## config.mk

```make
export PLATFORM = sky130hd
export DESIGN_NAME = multiplier8bits_rom
export DESIGN_NICKNAME = d
export VERILOG_FILES = /design/src/rtl/multiplier8bits_rom_pkg.sv /design/src/rtl/multiplier8bits_ctrl_rom.sv /design/src/rtl/multiplier8bits_rom.sv
export SDC_FILE = /design/constraint.sdc
export NUM_CORES = 1
export LEC_CHECK = 0
export BUFFER_PORTS_ARGS = -buffer_cell sky130_fd_sc_hd__buf_4
export CORE_MARGIN = 4
export CORE_UTILIZATION = 35
export DETAILED_ROUTE_END_ITERATION = 7
export GPL_TIMING_DRIVEN = 0
export PLACE_DENSITY = 0.63
export SYNTH_ARGS = -nofsm -noshare
export SYNTH_HDL_FRONTEND = slang
export SYNTH_SLANG_ARGS = --single-unit
```

## constraint.sdc

```tcl
create_clock -name CLK -period 3.7 [get_ports CLK]
set_input_delay 0.37 -clock CLK [delete_from_list [all_inputs] [get_ports CLK]]
set_output_delay 0.37 -clock CLK [all_outputs]
set_load 0.01 [all_outputs]
```

## src/rtl/multiplier8bits_rom_pkg.sv

```systemverilog
// Shared definitions for the microcoded 8x8 shift-and-add multiplier:
// state encodings, control-word layout and the last-iteration count.
package multiplier8bits_rom_pkg;

    typedef enum logic [1:0] {
        ST_IDLE   = 2'd0,
        ST_CALC   = 2'd1,
        ST_DONE   = 2'd2,
        ST_UNUSED = 2'd3
    } state_t;

    // Control word = {next_state[1:0], load, step, res_we, pronto_next}
    localparam int CW_W        = 6;
    localparam int CW_PRONTO   = 0;
    localparam int CW_RES_WE   = 1;
    localparam int CW_STEP     = 2;
    localparam int CW_LOAD     = 3;
    localparam int CW_NEXT_LSB = 4;
    localparam int CW_NEXT_MSB = 5;

    localparam logic [2:0] ITER_LAST = 3'd7;

    typedef logic [CW_W-1:0] ctrl_word_t;

    // Packs one ROM word so the table reads as named fields.
    function automatic ctrl_word_t make_cw(input state_t ns, input logic load,
                                           input logic step, input logic res_we,
                                           input logic pronto);
        return {ns, load, step, res_we, pronto};
    endfunction

endpackage

```

## src/rtl/multiplier8bits_ctrl_rom.sv

```systemverilog
// Combinational control ROM: 16 words addressed by {state, S, last}.
// Each word gives the next state and the datapath strobes for this cycle.
module multiplier8bits_ctrl_rom
    import multiplier8bits_rom_pkg::*;
(
    input  logic [3:0] i_addr,
    output ctrl_word_t o_word
);

    // Constant lookup table; every address is listed so the ROM is total.
    always_comb begin
        case (i_addr)
            // IDLE: wait for S, then load operands
            4'b00_0_0: o_word = make_cw(ST_IDLE, 1'b0, 1'b0, 1'b0, 1'b0);
            4'b00_0_1: o_word = make_cw(ST_IDLE, 1'b0, 1'b0, 1'b0, 1'b0);
            4'b00_1_0: o_word = make_cw(ST_CALC, 1'b1, 1'b0, 1'b0, 1'b0);
            4'b00_1_1: o_word = make_cw(ST_CALC, 1'b1, 1'b0, 1'b0, 1'b0);
            // CALC: step every cycle, S ignored; on the last step write result
            4'b01_0_0: o_word = make_cw(ST_CALC, 1'b0, 1'b1, 1'b0, 1'b0);
            4'b01_0_1: o_word = make_cw(ST_DONE, 1'b0, 1'b1, 1'b1, 1'b1);
            4'b01_1_0: o_word = make_cw(ST_CALC, 1'b0, 1'b1, 1'b0, 1'b0);
            4'b01_1_1: o_word = make_cw(ST_DONE, 1'b0, 1'b1, 1'b1, 1'b1);
            // DONE: S restarts back-to-back, otherwise return to IDLE
            4'b10_0_0: o_word = make_cw(ST_IDLE, 1'b0, 1'b0, 1'b0, 1'b0);
            4'b10_0_1: o_word = make_cw(ST_IDLE, 1'b0, 1'b0, 1'b0, 1'b0);
            4'b10_1_0: o_word = make_cw(ST_CALC, 1'b1, 1'b0, 1'b0, 1'b0);
            4'b10_1_1: o_word = make_cw(ST_CALC, 1'b1, 1'b0, 1'b0, 1'b0);
            // Unused state code recovers to IDLE
            default:   o_word = make_cw(ST_IDLE, 1'b0, 1'b0, 1'b0, 1'b0);
        endcase
    end

endmodule

```

## src/rtl/multiplier8bits_rom.sv

```systemverilog
// 8x8 unsigned shift-and-add multiplier with a ROM-driven control unit.
// A level start S launches an 8-step operation; PRONTO pulses for one cycle
// when the registered 16-bit result is updated.
module multiplier8bits_rom
    import multiplier8bits_rom_pkg::*;
(
    input  logic        CLK,
    input  logic        RESET,
    input  logic [7:0]  w,
    input  logic [7:0]  y,
    input  logic        S,
    output logic [15:0] result,
    output logic        PRONTO
);

    state_t      r_state;
    logic [15:0] r_a;
    logic [7:0]  r_b;
    logic [15:0] r_acc;
    logic [2:0]  r_cnt;
    logic [15:0] r_result;
    logic        r_pronto;

    ctrl_word_t  w_word;
    state_t      w_next_state;
    logic        w_load;
    logic        w_step;
    logic        w_res_we;
    logic        w_pronto_next;
    logic        w_last;
    logic [15:0] w_addend;
    logic [15:0] w_acc_next;

    assign w_last = (r_cnt == ITER_LAST);

    multiplier8bits_ctrl_rom u_ctrl_rom (
        .i_addr ({r_state, S, w_last}),
        .o_word (w_word)
    );

    // Decode the ROM word into next state and strobes.
    always_comb begin
        // NOTE: every output of a combinational block gets a default first so
        // no path leaves it unassigned, which would infer a latch.
        w_next_state  = ST_IDLE;
        w_load        = 1'b0;
        w_step        = 1'b0;
        w_res_we      = 1'b0;
        w_pronto_next = 1'b0;
        w_next_state  = state_t'(w_word[CW_NEXT_MSB:CW_NEXT_LSB]);
        w_load        = w_word[CW_LOAD];
        w_step        = w_word[CW_STEP];
        w_res_we      = w_word[CW_RES_WE];
        w_pronto_next = w_word[CW_PRONTO];
    end

    assign w_addend   = r_b[0] ? r_a : 16'h0000;
    assign w_acc_next = r_acc + w_addend;

    // State and done-flag registers, loaded straight from the ROM output.
    always_ff @(posedge CLK or negedge RESET) begin
        // NOTE: sequential state uses non-blocking assignments so every
        // register samples pre-edge values, independent of statement order.
        if (!RESET) begin
            r_state  <= ST_IDLE;
            r_pronto <= 1'b0;
        end else begin
            r_state  <= w_next_state;
            r_pronto <= w_pronto_next;
        end
    end

    // Datapath: operand load, shift-and-add step, result capture.
    always_ff @(posedge CLK or negedge RESET) begin
        // NOTE: the whole datapath is reset so an aborted operation leaves
        // no stale partial product behind.
        if (!RESET) begin
            r_a      <= 16'h0000;
            r_b      <= 8'h00;
            r_acc    <= 16'h0000;
            r_cnt    <= 3'd0;
            r_result <= 16'h0000;
        end else begin
            if (w_load) begin
                r_a   <= {8'h00, w};
                r_b   <= y;
                r_acc <= 16'h0000;
                r_cnt <= 3'd0;
            end else if (w_step) begin
                r_a   <= r_a << 1;
                r_b   <= r_b >> 1;
                r_acc <= w_acc_next;
                r_cnt <= r_cnt + 3'd1;
            end
            if (w_res_we) begin
                r_result <= w_acc_next;
            end
        end
    end

    assign result = r_result;
    assign PRONTO = r_pronto;

endmodule

```

* Word-level counts from Yosys, hierarchy flattened
Memories as Yosys holds them, arrays and structs flattened.
Index checks and enable logic that the tools add are counted.
** Word-level totals
- Memories kept :: 1
- Bits of input ports :: 19
- Bits in registers :: 62
- Output and inout port bits :: 17
- Memory bits (read-only) :: 96
- Logic and storage cells :: 21
** Memories
- (no name shown) :: words 16, width 6, rd ports 1, clocked after Yosys merged registers in 0, wr ports 0, RTL line multiplier8bits_ctrl_rom.sv:12 : case (i_addr)
** Cells by class
- Equality and inequality tests :: 1
- $add $sub $neg :: 2
- Multiplexer cells :: 9
- Reductions and logical operators :: 1
** Operator list (count)
- $mux 16 :: 5
- $add 16x16->16 :: 1
- $mux 8 :: 2
- $mux 3 :: 2
- $add 3x1->3 const B :: 1
- $eq 3x3->1 const B :: 1
- $reduce_bool 2->1 :: 1

* Logic depth before layout (Yosys ltp)
- Depth after elaboration :: 4
- Gate-level depth with buffers :: 10
- Mapped depth without buffers :: 9

* Cells and area by module
Synthesis repeated with hierarchy kept, for this count alone.
** Second synthesis, totals
- Cell total of the unflattened synthesis :: 339
- Area, all modules :: 3502.1 um2
** Modules (own cells, without submodules)
- multiplier8bits_rom :: times used 1, area an instance 3449.6 um2, cells an instance 332, sequential area each 1551.5 um2
- multiplier8bits_ctrl_rom :: times used 1, area an instance 52.6 um2, cells an instance 7, sequential area each 0.0 um2

* Worst setup path after synthesis
OpenSTA, ideal clock, no wires.
- Path type :: register -> register
- Start :: register r_b[0]
- End :: register r_acc[15]
- Required time :: 3.576 ns
- Buffers on the path :: 1
- Arrival :: 2.500 ns
- Slack :: 1.076 ns
- Library setup time :: 0.124 ns
- Period minus slack after synthesis :: 2.624 ns
- Cell stages (with the launch flop) :: 10
- Cell sequence :: dfrtp_1 > clkbuf_1 > and2_1 > ha_1 > a21o_1 > a21o_1 > a221o_1 > a21oi_4 > mux2_2 > a211o_1
** Between the ends
- Cells in the longest elaborated chain, start to end :: 4
** Ends and longest elaborated chain
- from (decl) :: RTL line multiplier8bits_rom.sv:18 : logic [7:0] r_b;
- from (signal assigned) :: RTL line multiplier8bits_rom.sv:86 : r_b <= y;
- from (signal assigned) :: RTL line multiplier8bits_rom.sv:91 : r_b <= r_b >> 1;
- $mux 16 :: RTL line multiplier8bits_rom.sv:57 : assign w_addend = r_b[0] ? r_a : 16'h0000;
- $add 16x16->16 :: RTL line multiplier8bits_rom.sv:58 : assign w_acc_next = r_acc + w_addend;
- $mux 16 :: RTL line multiplier8bits_rom.sv:89 : end else if (w_step) begin
- $mux 16 :: RTL line multiplier8bits_rom.sv:84 : if (w_load) begin
- to (signal assigned) :: RTL line multiplier8bits_rom.sv:92 : r_acc <= w_acc_next;
- to (decl) :: RTL line multiplier8bits_rom.sv:19 : logic [15:0] r_acc;
No other way between the ends. The select of a mux whose other input is x is not followed.
A chain may end at the register's enable or synchronous reset.

* Worst setup path in the final report
Ends and elaborated chain as after synthesis.

==> flow_summary.ini <==
[run_status]
status = complete, no violations

[timing]
min_period_ns = 2.97
fin_skew_ns = 0.00720
tightest_slew_ns = 0.778
finalSetupViolations = 0
max_freq_ghz = 0.337
final_max_slew_viol_count = 0
worst_slew_margin_rel = 0.482
final.period_utilization = 0.803
fin_ws_ns = 0.729
setup-tns-final_ns = 0
rsz0062_at_grt = no
finalHoldViolCount = 0

[placed_design]
hpwl_mm = 5.01
preCtsSetupSlack_ns = 0.727
port_buffers = 35
place_congestion = 0.792

[critical_path]
worstPathArrival_ns = 3.19
cp_max_fo = 10
max_stage_delay_ns = 0.44
critPathKind = reg2reg
crit_buf_inv = 1
crit_family = compound AO/OA/AOI/OAI gates
crit_chain = clkbuf_1 -> and2_1 -> ha_1 -> a21oi_1 -> o21ai_0 -> a221o_1 -> a21oi_4 -> mux2_2 -> a211o_1
critPathSlowestCell = dfrtp_1
critPathCaptureType = flop
cp.required_ns = 3.92
startpoint_type = flop

[synthesis]
async_flop_share = 1.00
ys_seq_area_frac = 0.484
yosysMostFrequentCell = dfrtp_1
synth_nets = 340
synthDistinctLibCells = 41
yosys.area.top_type = dfrtp_1
synth.avg_cell_area_um2 = 10.4
yosys.area.top_type_share = 0.484
synth_area_leaders = dfrtp_1 48%, ha_1 6.7%, a22o_1 6.7%
synth_common_cells = 61 x dfrtp_1, 55 x nand2_1, 24 x a22o_1
ys_warn_count = 0
synthFlopType = dfrtp_1
netlist_area_um2 = 3160
netlist_instances = 303
synth-edff-count = 0
ys_ff_latch = 61

[clock_tree]
cts_buffer_depth = 2
hold_buffers = 0
cts_setup_buffers = 0
insertion_delay_ns = 0.33
cts_resized = 0
htreeDepth = 3
cts_inserted_buffers = 9
root_buffer = clkbuf_8
cts_tree = built
path_clk_slew_ns = 0.06
cts_sinks = 61

[die]
dieHeight_um = 103
design.die.area_um2 = 10600
fp.dieW_um = 103
coreArea_um2 = 8760
start_util = 0.360
rows = 34
pin_count = 36

[cells_and_area]
n_fill_cell = 841
drive_gt1_frac = 0.184
antenna_cells = 0
register_area_um2 = 1530
multi_input_area_um2 = 1570
fin_nets = 386
area_delta_synth_final_pct = 18.2

[flow_run]
cap_violations = 0

[detailed_routing]
first_iter_violations = 108
drc = 0
num_vias = 2341
postRouteAntennaNets = 0
wl_per_cell_um = 15.0
vias_per_cell = 5.08
routed_wl_mm = 6.90
firstDrtPassIters = 4

[global_route]
grt_usage = 0.144
overflow = 0
grt_first_pass_wirelength_mm = 11.7
grt_start_max_net_pins = 62
grt_pass1_vias = 2429
antenna_found_initial = 0

[pwr]
peakVddDrop_mv = 0.362
powerDensity_nw_per_um2 = 853
p_leak_nw = 1.86

[worst_hold_path]
min_path_type = in2async
[cells in the final DEF (no fill, tap or decap), types with 2 or more instances in the layout]
master,count
a22oi_1,14
nand2_1,55
buf_4,35
o31ai_1,2
xnor2_1,9
xor2_1,3
o21ai_1,2
a21o_1,5
inv_1,2
and2_1,17
nand4_1,2
nand2b_1,2
a22o_1,24
mux2_2,10
nor2_1,12
ha_1,17
nand3_1,3
clkbuf_8,12
dfrtp_1,61
a211oi_1,3
nor2b_1,2
nor3_1,4
buf_1,3
clkbuf_1,11
o21a_1,4
a21oi_1,11
o21ai_0,11
[registers in the layout, indices dropped and copies added, names as in the netlist]
register and flops:
PRONTO 1, result 16, r_acc 16, r_state 1, r_b 8, r_cnt 3, r_a 16
[per-stage QoR]
step	util	hold slack [ns]	cells	total power (W)	instance area, um2
floorplan	-	0.0744	303	0.00221	3160
global placement	0.406	0.462	446	0.00263	3550
detailed placement	0.406	0.465	446	0.00268	3550
CTS	0.426	0.137	461	0.00323	3730
global route	0.426	0.173	461	0.00347	3730
finish	0.426	0.106	461	0.00318	3730
[per-layer routing]
metal	routed length [um]	GRT usage
met5	0	0
met4	58	0.0359
met2	3160	0.226
met1	3340	0.196
met3	333	0.0433
[final cells by class]
type / instances / share of cell area
multi-input cells: 227 / 0.421
repair buffers: 35 / 0.0704
clock inverters: 1 / 0.00134
well taps: 108 / 0.0362
flip-flops and latches: 61 / 0.409
clock buffers: 14 / 0.0463
plain buffers: 13 / 0.0134
inverters: 2 / 0.00201
[logic make-up after synthesis]
group | count (synthesis) | share of synthesized area
buffers and inverters | 15 | 0.0182
AOI/OAI and AO/OA | 84 | 0.197
and+or+nand+nor | 101 | 0.147
DFF | 61 | 0.484
xor gates and xnor gates | 13 | 0.0408
adders and majority gates | 18 | 0.0737
muxes | 11 | 0.0404
[path summary, 6_finish.rpt]
kind	depth (start not counted)	slack [ns]	from	to
max	9	0.73	r_b[0]	r_acc[15]
min reg2reg	2	0.47	result[6]	result[6]
max in group asynchronous	1	3.07	RESET	result[10]
min in group CLK	3	0.25	w[1]	r_a[1]
max reg2reg	9	0.73	r_b[0]	r_acc[15]
min	1	0.11	RESET	r_cnt[0]
[report_power, final]
group	leakage, nW	switching [W]	internal [W]
registers	0.777	0.000187	0.000963
clock network	0.0926	0.000239	0.000294
logic	0.994	0.000813	0.000686
No activity file was read; power rests on OpenSTA's default activity.
